`src/rtl/dplca_txop_table_writer_pkg.sv`:
```
// Shared definitions for the DPLCA TXOP table writer: table geometry, age defaults and FSM states.
package dplca_txop_table_writer_pkg;

   localparam int unsigned NODE_ID_W   = 8;
   localparam int unsigned TABLE_DEPTH = 256;
   localparam int unsigned DEF_AGE_W   = 4;
   localparam int unsigned DEF_MAX_AGE = 8;

   typedef enum logic [1:0] {
      StClearing = 2'd0,
      StIdle     = 2'd1,
      StAging    = 2'd2
   } state_e;

endpackage

```
`src/rtl/dplca_age_ram.sv`:
```
// 256-entry age storage: one synchronous write port, asynchronous sweep and query read ports.
module dplca_age_ram
   import dplca_txop_table_writer_pkg::*;
#(
   parameter int unsigned AGE_W = DEF_AGE_W
) (
   input  logic                 clk,
   input  logic                 we,
   input  logic [NODE_ID_W-1:0] waddr,
   input  logic [AGE_W-1:0]     wdata,
   input  logic [NODE_ID_W-1:0] sweep_addr,
   output logic [AGE_W-1:0]     sweep_data,
   input  logic [NODE_ID_W-1:0] query_addr,
   output logic [AGE_W-1:0]     query_data
);

   // Not reset: the parent's clearing sweep initialises every entry.
   logic [AGE_W-1:0] mem [TABLE_DEPTH];

   always_ff @(posedge clk) begin
      if (we) mem[waddr] <= wdata;
   end

   assign sweep_data = mem[sweep_addr];
   assign query_data = mem[query_addr];

endmodule

```
`src/rtl/dplca_txop_table_writer.sv`:
```
// DPLCA TXOP table write side: marks claimed node IDs, ages them on BEACON, publishes
// MAX_CLAIM / PICK_FREE_TXOP results and serves a registered CLAIMING lookup.
module dplca_txop_table_writer
   import dplca_txop_table_writer_pkg::*;
#(
   parameter int unsigned AGE_W   = DEF_AGE_W,
   parameter int unsigned MAX_AGE = DEF_MAX_AGE
) (
   input  logic                 clk,
   input  logic                 rst_n,
   input  logic                 clear_req,
   output logic                 clear_done,
   input  logic                 beacon_seen,
   input  logic                 txop_valid,
   input  logic [NODE_ID_W-1:0] txop_id,
   input  logic                 txop_used,
   input  logic [NODE_ID_W-1:0] query_id,
   output logic                 claiming,
   output logic [NODE_ID_W-1:0] max_claim,
   output logic [NODE_ID_W-1:0] free_txop,
   output logic                 free_valid,
   output logic                 busy,
   output logic                 overrun
);

   localparam logic [NODE_ID_W-1:0] LastIdx = NODE_ID_W'(TABLE_DEPTH - 1);

   state_e                 state_q, state_d;
   logic [NODE_ID_W-1:0]   idx_q, idx_d;
   logic [NODE_ID_W-1:0]   max_run_q, max_run_d;
   logic [NODE_ID_W-1:0]   free_run_q, free_run_d;
   logic                   free_run_valid_q, free_run_valid_d;
   logic                   free_stale_q, free_stale_d;

   logic                   we;
   logic [NODE_ID_W-1:0]   waddr;
   logic [AGE_W-1:0]       wdata;
   logic [AGE_W-1:0]       sweep_data, query_data, aged;
   logic                   txop_wr, hit, live, publish;

   dplca_age_ram #(
      .AGE_W (AGE_W)
   ) u_age_ram (
      .clk        (clk),
      .we         (we),
      .waddr      (waddr),
      .wdata      (wdata),
      .sweep_addr (idx_q),
      .sweep_data (sweep_data),
      .query_addr (query_id),
      .query_data (query_data)
   );

   assign txop_wr = txop_valid && txop_used;
   assign aged    = (sweep_data == '0) ? '0 : sweep_data - AGE_W'(1);
   // A same-cycle refresh of the swept entry wins over its decrement.
   assign hit     = txop_wr && (txop_id == idx_q);
   assign live    = hit || (aged != '0);
   assign publish = !clear_req && (state_q == StAging) && (idx_q == LastIdx);

   always_ff @(posedge clk or negedge rst_n) begin
      if (!rst_n) state_q <= StClearing;
      else        state_q <= state_d;
   end

   always_comb begin
      state_d = state_q;
      if (clear_req) begin
         state_d = StClearing;
      end else begin
         unique case (state_q)
            StClearing: if (idx_q == LastIdx) state_d = StIdle;
            StIdle:     if (beacon_seen)      state_d = StAging;
            StAging:    if (idx_q == LastIdx) state_d = StIdle;
            default:                          state_d = StClearing;
         endcase
      end
   end

   // Write mux priority: clear sweep > txop update > aging write-back.
   always_comb begin
      busy  = (state_q != StIdle);
      we    = 1'b0;
      waddr = idx_q;
      wdata = '0;
      unique case (state_q)
         StClearing: we = 1'b1;
         StIdle: begin
            if (txop_wr) begin
               we    = 1'b1;
               waddr = txop_id;
               wdata = AGE_W'(MAX_AGE);
            end
         end
         StAging: begin
            we = 1'b1;
            if (txop_wr) begin
               waddr = txop_id;
               wdata = AGE_W'(MAX_AGE);
            end else begin
               wdata = aged;
            end
         end
         default: we = 1'b0;
      endcase
   end

   always_comb begin
      idx_d            = idx_q;
      max_run_d        = max_run_q;
      free_run_d       = free_run_q;
      free_run_valid_d = free_run_valid_q;
      free_stale_d     = free_stale_q;
      if (clear_req) begin
         idx_d = '0;
      end else if (state_q == StIdle) begin
         if (beacon_seen) begin
            idx_d            = '0;
            max_run_d        = '0;
            free_run_d       = '0;
            free_run_valid_d = 1'b0;
            free_stale_d     = 1'b0;
         end
      end else begin
         idx_d = idx_q + NODE_ID_W'(1);
         if (state_q == StAging) begin
            if (live) begin
               max_run_d = idx_q;
            end else if ((idx_q != '0) && !free_run_valid_q) begin
               free_run_d       = idx_q;
               free_run_valid_d = 1'b1;
            end
            // Refresh of an already-swept entry must still be reflected in the results.
            if (txop_wr && (txop_id < idx_q)) begin
               if (txop_id > max_run_d) max_run_d = txop_id;
               if (free_run_valid_q && (txop_id == free_run_q)) free_stale_d = 1'b1;
            end
         end
      end
   end

   always_ff @(posedge clk or negedge rst_n) begin
      if (!rst_n) begin
         idx_q            <= '0;
         max_run_q        <= '0;
         free_run_q       <= '0;
         free_run_valid_q <= 1'b0;
         free_stale_q     <= 1'b0;
         clear_done       <= 1'b0;
         claiming         <= 1'b0;
         max_claim        <= '0;
         free_txop        <= '0;
         free_valid       <= 1'b0;
         overrun          <= 1'b0;
      end else begin
         idx_q            <= idx_d;
         max_run_q        <= max_run_d;
         free_run_q       <= free_run_d;
         free_run_valid_q <= free_run_valid_d;
         free_stale_q     <= free_stale_d;
         if (clear_req) begin
            clear_done <= 1'b0;
         end else if ((state_q == StClearing) && (idx_q == LastIdx)) begin
            clear_done <= 1'b1;
         end
         if (publish) begin
            max_claim  <= max_run_d;
            free_txop  <= free_run_d;
            free_valid <= free_run_valid_d && !free_stale_d;
         end
         overrun  <= (state_q == StAging) && beacon_seen;
         claiming <= (state_q != StClearing) &&
                     ((we && (waddr == query_id)) ? (wdata != '0) : (query_data != '0));
      end
   end

endmodule

```
`config.mk`:
```
export PLATFORM = sky130hd
export DESIGN_NAME = dplca_txop_table_writer
export DESIGN_NICKNAME = d
export VERILOG_FILES = /design/src/rtl/dplca_txop_table_writer_pkg.sv /design/src/rtl/dplca_age_ram.sv /design/src/rtl/dplca_txop_table_writer.sv
export SDC_FILE = /design/constraint.sdc
export NUM_CORES = 2
export LEC_CHECK = 0
export BUFFER_PORTS_ARGS = -buffer_cell sky130_fd_sc_hd__buf_2
export CORE_ASPECT_RATIO = 1.25
export CORE_MARGIN = 1.5
export CORE_UTILIZATION = 69
export DETAILED_ROUTE_END_ITERATION = 8
export PLACE_DENSITY_LB_ADDON = 0.2
export SYNTH_ARGS = -nofsm -noshare
export SYNTH_HDL_FRONTEND = slang
export SYNTH_HIERARCHICAL = 1
export SYNTH_SLANG_ARGS = --single-unit
export TNS_END_PERCENT = 1
```
`constraint.sdc`:
```
create_clock -name clk -period 35.5 [get_ports clk]
set_input_delay 1.775 -clock clk [delete_from_list [all_inputs] [get_ports clk]]
set_output_delay 1.775 -clock clk [all_outputs]
set_load 0.01 [all_outputs]
```
Word-level counts from Yosys, hierarchy flattened
Memory sizes are Yosys's and may differ from the RTL's.
Index checks and enable logic that the tools add are counted.
{"block": "totals", "register_bits": 48, "ram_bits": 1024, "word_cells": 101, "n_memories": 1}
{"block": "op_classes", "n_addsub": 2, "n_lt_le_gt_ge": 2, "n_eq_ne": 9, "muxes": 48, "n_reduce_logical": 27}
{"memory": "u_age_ram.mem", "words": 256, "width": 4, "rd": 2, "rd_ports_with_merged_regs": 0, "write_ports": 1, "line": "dplca_age_ram.sv:18", "text": "logic [AGE_W-1:0] mem [TABLE_DEPTH];"}
{"cell": "$mux 8", "count": 21}
{"cell": "$eq 8x8->1", "count": 3}
{"cell": "$mux 1", "count": 18}
{"cell": "$logic_and 1x1->1", "count": 12}
{"cell": "$mux 4", "count": 3}
{"cell": "$reduce_bool 4->1", "count": 3}
{"cell": "$add 8x1->8 const B", "count": 1}
{"cell": "$eq 8x8->1 const B", "count": 1}
{"cell": "$gt 8x8->1", "count": 1}
{"cell": "$lt 8x8->1", "count": 1}
{"cell": "$pmux 4 s2", "count": 1}
{"cell": "$reduce_bool 8->1", "count": 1}
{"cell": "$mux 2", "count": 3}
{"cell": "$logic_not 4->1", "count": 1}
{"cell": "$pmux 2 s2", "count": 1}
{"cell": "$reduce_bool 2->1", "count": 2}
{"cell": "$reduce_or 2->1", "count": 2}
{"cell": "$sub 4x1->4 const B", "count": 1}
{"cell": "$logic_not 1->1", "count": 3}
{"cell": "$ne 3x1->1 const B", "count": 1}
{"cell": "$ne 3x3->1 const B", "count": 1}
{"cell": "$eq 2x1->1 const B", "count": 1}
{"cell": "$eq 2x2->1 const B", "count": 1}
{"cell": "$logic_not 2->1", "count": 1}
{"cell": "4 further kinds", "count": 4}

Longest topological paths before layout
An unclocked memory read counts as a cell.
{"block": "depth", "ltp_word": 15, "mapped_depth": 23, "ltp_nobuf": 16}

Modules after synthesis
Netlist, hierarchy kept.
{"mod": "dplca_age_ram", "n_inst": 1, "cells_per_inst": 2725, "area_each_um2": 49113.4, "seq_area_each_um2": 30749.5}
{"mod": "dplca_txop_table_writer", "n_inst": 1, "cells_per_inst": 389, "area_each_um2": 3409.5, "seq_area_each_um2": 1201.2}

Worst setup path after synthesis
Ideal clock, no wire load.
{"block": "synth_timing", "path_kind": "reg2reg", "from": "register idx_q[0]", "to": "memory u_age_ram/mem[0][3] (netlist name), data pin", "arrival_ps": 13000, "setup_slack_ps": 20245, "path_stages_with_launch": 14, "path_buffers": 5, "period_less_slack_ps": 15255, "path_cell_list": "dfrtp_1 > buf_2 > buf_6 > buf_4 > buf_4 > buf_4 > mux2i_1 > o221ai_1 > nand2_1 > a21oi_1 > a211oi_1 > o211ai_1 > o31ai_1 > a211oi_1"}
{"block": "synth_between", "elab_chain_cells": 5}
{"element": "start: declaration", "line": "dplca_txop_table_writer.sv:29", "text": "logic [NODE_ID_W-1:0] idx_q, idx_d;"}
{"element": "start signal: assignment", "line": "dplca_txop_table_writer.sv:156", "text": "idx_q <= idx_d;"}
{"element": "$mem_v2 256x4 *"}
{"element": "via sweep_data[2]", "line": "dplca_txop_table_writer.sv:38", "text": "logic [AGE_W-1:0] sweep_data, query_data, aged;"}
{"element": "$sub 4x1->4 / $logic_not 4->1 (equally long branches)", "line": "dplca_txop_table_writer.sv:55", "text": "assign aged = (sweep_data == '0) ? '0 : sweep_data - AGE_W'(1);"}
{"element": "$mux 4 *", "line": "dplca_txop_table_writer.sv:55"}
{"element": "$mux 4 *", "line": "dplca_txop_table_writer.sv:97", "text": "if (txop_wr) begin"}
{"element": "$pmux 4 s2 *", "line": "dplca_txop_table_writer.sv:86", "text": "unique case (state_q)"}
{"element": "via wdata[3]", "line": "dplca_txop_table_writer.sv:37", "text": "logic [AGE_W-1:0] wdata;"}
{"element": "end: declaration", "line": "dplca_age_ram.sv:18"}
Mark *: on every way through the listed nets, which the timed path passes. The rest lies on a longest branch.

Worst setup path after layout
{"block": "layout_timing", "from": "register idx_q[0]", "to": "memory u_age_ram/mem[71][2] (netlist name), data pin"}
Same word-level chain as after synthesis.

==> results by group <==
Clocking
  – Maximum clock insertion buffer count: 3
  – Number of sinks driven by the clock tree: 1,072
  – Clock Root Buffer: sky130_fd_sc_hd__clkbuf_16
  – TritonCTS Buffers: 102
  – Clock slew at the register clock pins of the worst setup and hold paths: 0.07 ns
  – Source-to-sink clock delay at the later pin of the worst-skew pair: 0.70 ns
  – Clock tree from TritonCTS: built
  – Buffer count from post-CTS setup fixing: 0
  – Count of hold-fix buffers inserted at cts: 0
  – Post-cts repair resize count: 0
  – Maximum level of the CTS H-tree: 3

GRT
  – Largest net degree at the start of global routing: 121
  – Remaining global-route overflow: 0
  – Vias in the first global route: 33,351
  – Number of antenna violations at the first check in global routing: 2
  – Total track usage: 0.3945
  – First-pass GRT wire length: 221,500 um

Timing
  – Relative max-transition margin: 0.02966
  – Unrepaired setup endpoints after global routing: false
  – Setup TNS after final layout: 0 ns
  – Slew of the pin with the lowest slew margin: 1.449 ns
  – Peak clock frequency supported by timing: 108.2 MHz
  – Number of hold-slack violations in the final timing report: 0
  – Setup-failing EPs final: 0
  – Fin crit period: 9.241 ns
  – Worst clock skew on the final layout: 0.03555 ns
  – Share of the cycle needed by the critical path after routing: 0.2603
  – Count of pins over their slew limit: 0
  – Final worst setup slack: 26.26 ns

Die
  – Standard-cell row count: 112
  – Die Ht: 311.5 um
  – Die Area: 77,790 um2
  – Area of the core: 74,970 um2
  – Initial core utilization: 0.7006
  – Number of primary I/O pins: 43
  – Horizontal extent of the die: 249.8 um

Finish
  – Number of fill cells in the layout: 4,101
  – Post-layout instance area: 56,440 um2
  – Multi-input gate area: 19,260 um2
  – Number of nets in the layout: 3,116
  – Storage element area: 31,960 um2
  – Core Util, Final: 0.7528
  – Synth-to-Final Area Change: 7.449%
  – Proportion of layout cells with a drive suffix above 1: 0.2622

Critical path
  – CP Launch Type: register
  – Highest fanout seen on the critical path: 116
  – Critical path data arrival time: 9.55 ns
  – Kind of end point of the critical path: register
  – Crit Path Class: register to register
  – Data required time of the worst path: 35.80 ns

Routing
  – Post-route met1 wirelength: 48,960 um
  – Sum of routed wire length over all layers: 150,400 um
  – Highest signal layer in the routed design: met4
  – Met3 wirelength from detailed routing: 19,720 um
  – Vias per Instance: 8.008
  – Post-route DRC violation count: 0
  – Sum of met2 wire segment lengths after detailed routing: 70,880 um
  – Wire per inst: 36.43 um
  – Via count: 33,047
  – DRC marker count from the first detailed-route iteration: 5,023
  – Drt first pass iters: 7
  – Number of antenna-violating nets in the routed design: 0

Yosys
  – Top FF cell, synth: sky130_fd_sc_hd__edfxtp_1
  – Synth warnings: 6
  – Number of instances in the synthesized netlist: 3,114
  – Number of distinct library cells after synthesis: 76
  – Most area-consuming cells after synthesis: sky130_fd_sc_hd__edfxtp_1, sky130_fd_sc_hd__mux4_2, sky130_fd_sc_hd__mux2i_1
  – Biggest area consumer among synthesized cells: sky130_fd_sc_hd__edfxtp_1
  – Share of flip-flops with an asynchronous set or reset after synthesis: 0.04478
  – Post-synthesis cell area: 52,520 um2
  – Flop and latch count out of synthesis: 1,072
  – Post-synthesis average cell area: 16.87 um2
  – Area fraction of the dominant cell type after synthesis: 0.5854
  – Total nets after synthesis: 3,158
  – Number of enable flip-flop cells after synthesis: 1,024
  – Sequential area share after synthesis: 0.6083

Place
  – Routability congestion estimate: 1.011
  – Number of port buffers: 42
  – Half-perimeter wire length after placement: 94,110 um
  – Worst slack at placement: 26.38 ns
  – Placed standard-cell area: 53,180 um2

Pwr
  – Switching share of power: 0.2207
  – Internal power component: 2.036 mW
  – Clock network fraction of design power: 0.413
  – Leakage component of the power: 18.06 nW
  – Power density relative to cell area: 46.29 nW/um2
  – Combinational share of power: 0.063
  – Sequential fraction of design power: 0.524
  – Switching component of the power: 576.7 uW
  – Max IR drop VDD: 0.05366 mV

Min path
  – Class of the most critical hold timing path: register to register

Flow run
  – # Max-Cap Violations: 0

Status
  – Status: complete, no violations
==> power by group through the flow <==
stage | clock network [mW] | logic (mW) | registers [mW]
6_report | 1.08 | 0.164 | 1.37
5_1_grt | 1.13 | 0.169 | 1.37
4_1_cts | 1.08 | 0.160 | 1.37
3_5_place_dp | 0 | 0.159 | 1.40
3_3_place_gp | 0 | 0.157 | 1.40
2_1_floorplan | 0 | 0.119 | 1.39
==> worst max-delay path, stage by stage, from the launching register on <==
cell	delay (ns)
sky130_fd_sc_hd__dfrtp_4	0.84
sky130_fd_sc_hd__buf_4	0.62
sky130_fd_sc_hd__buf_4	0.83
sky130_fd_sc_hd__buf_4	0.73
sky130_fd_sc_hd__buf_4	0.61
sky130_fd_sc_hd__mux4_2	0.58
sky130_fd_sc_hd__mux4_2	0.52
sky130_fd_sc_hd__a211o_1	0.31
sky130_fd_sc_hd__nand4_1	0.19
sky130_fd_sc_hd__o211ai_1	0.29
sky130_fd_sc_hd__nor2_1	0.30
sky130_fd_sc_hd__nand2_1	0.10
sky130_fd_sc_hd__o21ai_0	0.20
sky130_fd_sc_hd__and3_4	0.68
sky130_fd_sc_hd__buf_4	0.75
sky130_fd_sc_hd__buf_4	0.97
==> path summary, 6_finish.rpt <==
path	from	end	slack (ns)	depth (start not counted)
min in group asynchronous	rst_n	clear_done	1.30	1
worst min register to register	clear_done	clear_done	0.50	2
worst max register to register	idx_q[0]	u_age_ram/mem[71][2]	26.26	15
max in group asynchronous	rst_n	idx_q[1]	33.39	1
worst min-delay path	clear_done	clear_done	0.50	2
worst max-delay path	idx_q[0]	u_age_ram/mem[71][2]	26.26	15
==> layer usage <==
metal | vias up | global-route usage
met4 | 0 | 0.2536
li1 | 12832 | -
met2 | 2946 | 0.6046
met3 | 600 | 0.09798
met5 | - | 0
met1 | 16669 | 0.5118
==> registers in the layout (all words and copies together), names as in the netlist <==
signal	flops
claiming	1
clear_done	1
free_run_q	8
free_run_valid_q	1
free_stale_q	1
free_txop	8
free_valid	1
idx_q	8
max_claim	8
max_run_q	8
overrun	1
state_q	2
u_age_ram/mem	1024
==> Yosys cell counts, types with 31 or more instances <==
master,number
sky130_fd_sc_hd__mux4_2,473
sky130_fd_sc_hd__nor2_1,315
sky130_fd_sc_hd__dfrtp_1,48
sky130_fd_sc_hd__mux2_2,69
sky130_fd_sc_hd__edfxtp_1,1024
sky130_fd_sc_hd__clkbuf_1,125
sky130_fd_sc_hd__a21oi_1,72
sky130_fd_sc_hd__buf_2,41
sky130_fd_sc_hd__o221ai_1,70
sky130_fd_sc_hd__o21ai_0,36
sky130_fd_sc_hd__a211oi_1,31
sky130_fd_sc_hd__nand2_1,124
sky130_fd_sc_hd__o22ai_1,47
sky130_fd_sc_hd__nand3_1,40
sky130_fd_sc_hd__buf_6,31
sky130_fd_sc_hd__mux2i_1,156
==> metrics by stage <==
step | total power, mW | hold slack [ns] | cells
global placement | 1.553 | 0.4756 | 3937
global route | 2.668 | 0.5274 | 4123
floorplan | 1.512 | 0.4714 | 3114
finish | 2.613 | 0.4958 | 4127
CTS | 2.613 | 0.4910 | 4123
detailed placement | 1.556 | 0.4782 | 3937
==> cell type report <==
| class | instances | share of cell area |
|---|---|---|
| multi-input cells | 1773 | 0.3413 |
| inverters | 25 | 0.001663 |
| diodes | 4 | 0.0001774 |
| clock buffers | 131 | 0.04791 |
| well taps | 969 | 0.02148 |
| flip-flops and latches | 1072 | 0.5663 |
| clock inverters | 55 | 0.009578 |
| repair buffers | 98 | 0.01153 |
==> cells in the final DEF (no fill, tap or decap), drive strengths merged, types with 5 or more instances in the layout <==
cell type / synthesis / routed
a2111oi: 8 / 8
edfxtp: 1024 / 1024
o32ai: 6 / 6
nor2: 315 / 315
o221ai: 70 / 70
buf: 118 / 98
a22oi: 20 / 20
a21oi: 73 / 73
o31ai: 11 / 11
nor2b: 26 / 26
or2: 9 / 9
mux2i: 156 / 156
mux4: 473 / 473
a22o: 10 / 10
a21boi: 10 / 10
or3: 8 / 8
clkinvlp: 0 / 6
clkbuf: 126 / 131
nand4: 28 / 28
o311a: 5 / 5
ha: 22 / 22
o211ai: 6 / 6
nand3: 41 / 41
dfrtp: 48 / 48
nand2b: 23 / 23
nor3: 24 / 24
a221oi: 14 / 14
clkinv: 0 / 35
bufinv: 0 / 10
and2: 12 / 12
xor2: 12 / 12
xnor2: 10 / 10
mux2: 72 / 72
o22ai: 47 / 47
a211oi: 31 / 31
inv: 25 / 29
o21ai: 41 / 41
nor4: 6 / 6
nand2: 124 / 124
a31oi: 18 / 18
==> logic make-up after synthesis <==
logic type | share of synthesized area
AND/OR/NAND/NOR | 0.05408
buffers and inverters | 0.02673
multiplexers | 0.2482
AO/OA/AOI/OAI | 0.05377
XOR/XNOR | 0.003668
flip-flops | 0.6083
adder cells (fa/ha/maj) | 0.005241
No activity file was read; power rests on OpenSTA's default activity.
